--- src/rtl/data_stack.sv ---
// Hardware data stack with a valid/ready command port, a registered result port with
// backpressure, and sticky overflow/underflow flags.
module data_stack #(
  parameter int unsigned WIDTH = 16,
  parameter int unsigned DEPTH = 16
) (
  input  logic                       clk,
  input  logic                       rst_n,
  input  logic                       cmd_valid,
  output logic                       cmd_ready,
  input  logic [2:0]                 cmd_op,
  input  logic [WIDTH-1:0]           cmd_data,
  output logic                       rd_valid,
  input  logic                       rd_ready,
  output logic [WIDTH-1:0]           rd_data,
  output logic [WIDTH-1:0]           tos,
  output logic [$clog2(DEPTH+1)-1:0] depth,
  output logic                       empty,
  output logic                       full,
  output logic                       err_overflow,
  output logic                       err_underflow,
  input  logic                       clr_err
);

  localparam int unsigned DW = $clog2(DEPTH + 1);
  localparam int unsigned AW = $clog2(DEPTH);

  typedef enum logic [2:0] {
    OpNop  = 3'd0,
    OpPush = 3'd1,
    OpPop  = 3'd2,
    OpDup  = 3'd3,
    OpSwap = 3'd4,
    OpDrop = 3'd5,
    OpOver = 3'd6,
    OpPeek = 3'd7
  } op_e;

  logic [WIDTH-1:0] mem_q [DEPTH];

  logic [DW-1:0]    depth_q, depth_d;
  logic [WIDTH-1:0] tos_q, tos_d;
  logic [WIDTH-1:0] rd_data_q, rd_data_d;
  logic             rd_valid_q, rd_valid_d;
  logic             err_ov_q, err_ov_d;
  logic             err_un_q, err_un_d;

  logic             accept, set_ov, set_un;
  logic             n_zero, n_one, n_full;
  logic [AW-1:0]    top_idx, sec_idx;
  logic [WIDTH-1:0] second;
  logic             wr0_en, wr1_en;
  logic [AW-1:0]    wr0_idx, wr1_idx;
  logic [WIDTH-1:0] wr0_data, wr1_data;

  assign cmd_ready = !(rd_valid_q && !rd_ready);
  assign accept    = cmd_valid && cmd_ready;

  assign n_zero  = (depth_q == '0);
  assign n_one   = (depth_q == DW'(1));
  assign n_full  = (depth_q == DW'(DEPTH));
  assign top_idx = AW'(depth_q - DW'(1));
  assign sec_idx = AW'(depth_q - DW'(2));
  // tos_q mirrors the top entry, so only the second entry needs an array read
  assign second  = mem_q[sec_idx];

  // Decode the accepted op: bounds checks, next state and array write requests
  always_comb begin
    depth_d    = depth_q;
    tos_d      = tos_q;
    rd_valid_d = rd_valid_q && !rd_ready;
    rd_data_d  = rd_data_q;
    set_ov     = 1'b0;
    set_un     = 1'b0;
    wr0_en     = 1'b0;
    wr0_idx    = AW'(depth_q);
    wr0_data   = cmd_data;
    wr1_en     = 1'b0;
    wr1_idx    = sec_idx;
    wr1_data   = tos_q;
    if (accept) begin
      unique case (op_e'(cmd_op))
        OpNop: ;
        OpPush: begin
          if (n_full) set_ov = 1'b1;
          else begin
            wr0_en  = 1'b1;
            depth_d = depth_q + DW'(1);
            tos_d   = cmd_data;
          end
        end
        OpPop, OpDrop: begin
          if (n_zero) set_un = 1'b1;
          else begin
            depth_d = depth_q - DW'(1);
            tos_d   = n_one ? '0 : second;
            if (op_e'(cmd_op) == OpPop) begin
              rd_valid_d = 1'b1;
              rd_data_d  = tos_q;
            end
          end
        end
        OpDup: begin
          if (n_zero) set_un = 1'b1;
          else if (n_full) set_ov = 1'b1;
          else begin
            wr0_en   = 1'b1;
            wr0_data = tos_q;
            depth_d  = depth_q + DW'(1);
          end
        end
        OpSwap: begin
          if (n_zero || n_one) set_un = 1'b1;
          else begin
            wr0_en   = 1'b1;
            wr0_idx  = top_idx;
            wr0_data = second;
            wr1_en   = 1'b1;
            tos_d    = second;
          end
        end
        OpOver: begin
          if (n_zero || n_one) set_un = 1'b1;
          else if (n_full) set_ov = 1'b1;
          else begin
            wr0_en   = 1'b1;
            wr0_data = second;
            depth_d  = depth_q + DW'(1);
            tos_d    = second;
          end
        end
        OpPeek: begin
          if (n_zero) set_un = 1'b1;
          else begin
            rd_valid_d = 1'b1;
            rd_data_d  = tos_q;
          end
        end
      endcase
    end
    // a new error in the same cycle as clr_err still sets the flag
    err_ov_d = (err_ov_q && !clr_err) || set_ov;
    err_un_d = (err_un_q && !clr_err) || set_un;
  end

  // Storage array; contents need no reset
  always_ff @(posedge clk) begin
    if (wr0_en) mem_q[wr0_idx] <= wr0_data;
    if (wr1_en) mem_q[wr1_idx] <= wr1_data;
  end

  // Control and result registers
  always_ff @(posedge clk or negedge rst_n) begin
    if (!rst_n) begin
      depth_q    <= '0;
      tos_q      <= '0;
      rd_valid_q <= 1'b0;
      rd_data_q  <= '0;
      err_ov_q   <= 1'b0;
      err_un_q   <= 1'b0;
    end else begin
      depth_q    <= depth_d;
      tos_q      <= tos_d;
      rd_valid_q <= rd_valid_d;
      rd_data_q  <= rd_data_d;
      err_ov_q   <= err_ov_d;
      err_un_q   <= err_un_d;
    end
  end

  assign rd_valid      = rd_valid_q;
  assign rd_data       = rd_data_q;
  assign tos           = tos_q;
  assign depth         = depth_q;
  assign empty         = n_zero;
  assign full          = n_full;
  assign err_overflow  = err_ov_q;
  assign err_underflow = err_un_q;

endmodule

--- config.mk ---
export PLATFORM = sky130hd
export DESIGN_NAME = data_stack
export DESIGN_NICKNAME = d
export VERILOG_FILES = /design/src/rtl/data_stack.sv
export SDC_FILE = /design/constraint.sdc
export NUM_CORES = 1
export LEC_CHECK = 0
export CORE_UTILIZATION = 30
export CTS_CLUSTER_SIZE = 20
export DETAILED_ROUTE_END_ITERATION = 12
export PLACE_DENSITY_LB_ADDON = 0.15
export SKIP_CTS_REPAIR_TIMING = 1
export SKIP_LAST_GASP = 1
export SLEW_MARGIN = 10
export SYNTH_ARGS = -nofsm -noshare
export SYNTH_HDL_FRONTEND = slang
export SYNTH_SLANG_ARGS = --single-unit
--- constraint.sdc ---
create_clock -name clk -period 4.45 [get_ports clk]
set_input_delay 0.6675 -clock clk [delete_from_list [all_inputs] [get_ports clk]]
set_output_delay 0.6675 -clock clk [all_outputs]
set_load 0.05 [all_outputs]
==> impl_results.md <==
* Clock-pin slew on the worst setup and hold paths at about 0.050 ns
* Sequential fraction of the synthesis area at 0.486
* H-tree levels at 2
* Nets at 1467
* Clock buffer depth at 3
* Final core occ at 0.357
* Commonest non-fill, non-tap cell in the layout: nor3b_1
* Share of cells above drive strength 1 at 0.219
* Async S/R FF share, synth at 0.135
* Most frequent cells in the layout: 258 x nor3b_1, 256 x a221o_1, 256 x edfxtp_1
* Max Cap Viol at 0
* DP Cell Count at between 2000 and 2500
* Iter 0 DRT Violations at roughly 1700
* Critical R2R Launch: depth[1]$_DFFE_PN0P_
* Total clock sinks at about 300
* Die Span X at 246 um
* Crit Path Max Fanout at 13
* Overflow after GRT at 0
* FF-to-FF path depth at 10
* Seq cells post-synth at roughly 300
* Worst-Skew Late Latency at around 0.56 ns
* Post-Syn Area per Cell at around 12 um^2
* Syn Inst Count at 1444
* Maximum vdd drop at 0.439 mV
* Max-slew headroom at 0.101
* Routed Antenna Nets at 0
* WP data arrival at ~3.3 ns
* Leakage at between 0.006 and 0.007 uW
* Mapped cell area at about 18000 um^2
* Post-route minimum period at about 4 ns
* CP required at around 3.8 ns
* Final RePlAce weighted congestion at about 0.84
* Top cells by area, synth: edfxtp_1 43%, a221o_1 14%, nor3b_1 11%
* DRT Pass-1 Iters at 6
* Post-Route WL at around 69000 um
* Antenna violations before repair at 1
* Root buffer cell: clkbuf_16
* Starting Density at 0.304
* PwrDens at 740 nW/um^2
* Synth unique cells at 56
* CTS tree: done
* Pin count of the biggest net entering global routing at between 200 and 300
* Core area at between 50000 and 60000 um^2
* Area grow syn2layout at 17.7%
* Setup TNS at 0 ns
* Vias at roughly 14000
* PortBufs at 66
* Post-place setup slack at between 0.7 and 0.8 ns
* CP Launch Type: flip-flop
* DP Area at roughly 20000 um^2
* # DRC at 0
* Layout Cells excl Fill at ~2200
* Post-route clock skew at between 0.015 and 0.02 ns
* Post-Syn Nets at around 1500
* Area fraction of the dominant cell type after synthesis at 0.430
* CTS Buf Count at 37
* Post-synth EDFFs at around 260
* Crit end category: output pin
* Fmax at 250 MHz
* Fin area at 21000 um^2
* Max-slew violations at 0
* Vias in the first global route at 13800
* Num rows at 89
* Final Hold Vio Count at 0
* Total I/O pin count at 67
* Chip height at around 250 um
* Worst-margin pin slew at roughly 1.3 ns
* Fin crit share at 0.898
* Outcome: completed
* Final setup vio count at 0
* Main flop type after synthesis: edfxtp_1
* Final WS setup at ~0.46 ns
* CP Class: reg -> out
* Reg2Reg Setup Slack at a little under 0.9 ns
* Yosys warnings at 0
* Via density at ~6.2
* Die Area at 60600 um^2
* Drt wl/cell at 30.7 um
* Total global-route track usage at 0.226
* Leading area contributor after synthesis: edfxtp_1
* HP Class: in -> async
* Worst reg2reg path endpoint: mem_q[0][9]$_DFFE_PP_
* Detail Placement HPWL at ~43000 um
* RSZ-0062 raised after global routing: no
* Global-route wire length before repair at around 100000 um
## worst max-delay path by stage
| stage | from | to | slack, ns | depth (start not counted) |
|---|---|---|---|---|
| after floorplan | depth[1]$_DFFE_PN0P_ | mem_q[0][0]$_DFFE_PP_ | -0.38 | 12 |
| after global placement | cmd_op[2] | mem_q[12][2]$_DFFE_PP_ | 0.70 | 7 |
| after detailed placement | cmd_op[1] | mem_q[10][10]$_DFFE_PP_ | 0.72 | 8 |
| after CTS | depth[1]$_DFFE_PN0P_ | full | 0.44 | 4 |
| after global routing | depth[1]$_DFFE_PN0P_ | full | 0.24 | 4 |
| final | depth[1]$_DFFE_PN0P_ | full | 0.46 | 4 |
## through the flow
step | hold slack (ns) | power [uW]
6_report | 0.269 | 15600
5_1_grt | 0.298 | 16200
4_1_cts | 0.278 | 15600
3_5_place_dp | 0.497 | 12500
3_3_place_gp | 0.491 | 12500
2_1_floorplan | 0.372 | 8920
## logic make-up (layout without fill, tap and decap cells)
family,count (synthesis),count (layout),synth area share
AOI/OAI and AO/OA,322,322,0.169
xor gates and xnor gates,9,9,0.00483
adders and majority gates,8,8,0.00560
buffers and inverters,260,279,0.0633
DFF,296,296,0.486
muxes,98,98,0.102
other,0,1,0
and+or+nand+nor,451,451,0.170
## worst max-delay path: stages, from the launching register on
cell	delay (ns)
dfrtp_4	0.48
inv_1	0.22
ha_1	0.59
nor4bb_2	0.58
clkdlybuf4s50_1	0.91
## layer usage
metal  wire [um]  up-vias  global-route usage
met1       30600     7249               0.319
met4        1590        0              0.0605
li1            -     5878                   -
met2       31900      631               0.358
met5           0        -                   0
met3        4720       93              0.0357
## flip-flops by register name, summed over array words and instances (netlist names)
register and cells:
depth 5, err_overflow 1, err_underflow 1, mem_q 256, rd_data 16, rd_valid 1, tos 16
## Yosys cell counts (all sizes together) (2+ instances only)
| library cell | instances |
|---|---|
| xnor2 | 7 |
| nor3 | 20 |
| nand2b | 17 |
| a32o | 2 |
| nor2 | 8 |
| nand4 | 3 |
| nand2 | 43 |
| or3 | 2 |
| clkbuf | 135 |
| nor3b | 259 |
| xor2 | 2 |
| dfrtp | 40 |
| a31oi | 2 |
| ha | 8 |
| o211ai | 2 |
| mux2 | 33 |
| and2 | 2 |
| edfxtp | 256 |
| and3b | 2 |
| o31ai | 16 |
| o21ai | 24 |
| nand3 | 67 |
| a21oi | 6 |
| o21a | 3 |
| and4 | 17 |
| and3 | 4 |
| o22ai | 2 |
| nor2b | 6 |
| o2111ai | 2 |
| inv | 14 |
| buf | 110 |
| a221o | 256 |
| mux4 | 64 |
## area by class of cell
| cell class | count | area, um^2 |
|---|---|---|
| Fill cell | 5633 | 37900 |
| Timing Repair Buffer | 197 | 1740 |
| Sequential cell | 296 | 8700 |
| Antenna cell | 1 | 2.50 |
| Multi-Input combinational cell | 888 | 8390 |
| Clock inverter | 17 | 160 |
| Clock buffer | 50 | 1040 |
| Inverter | 15 | 56.3 |
| Tap cell | 773 | 967 |
## power by group
group | switching [uW] | internal [uW] | total, uW
combinational | 5800 | 2880 | 8690
sequential | 348 | 3480 | 3830
clock | 1250 | 1810 | 3060
total | 7410 | 8180 | 15600
Note: power is estimated with default switching activity, not from simulation.
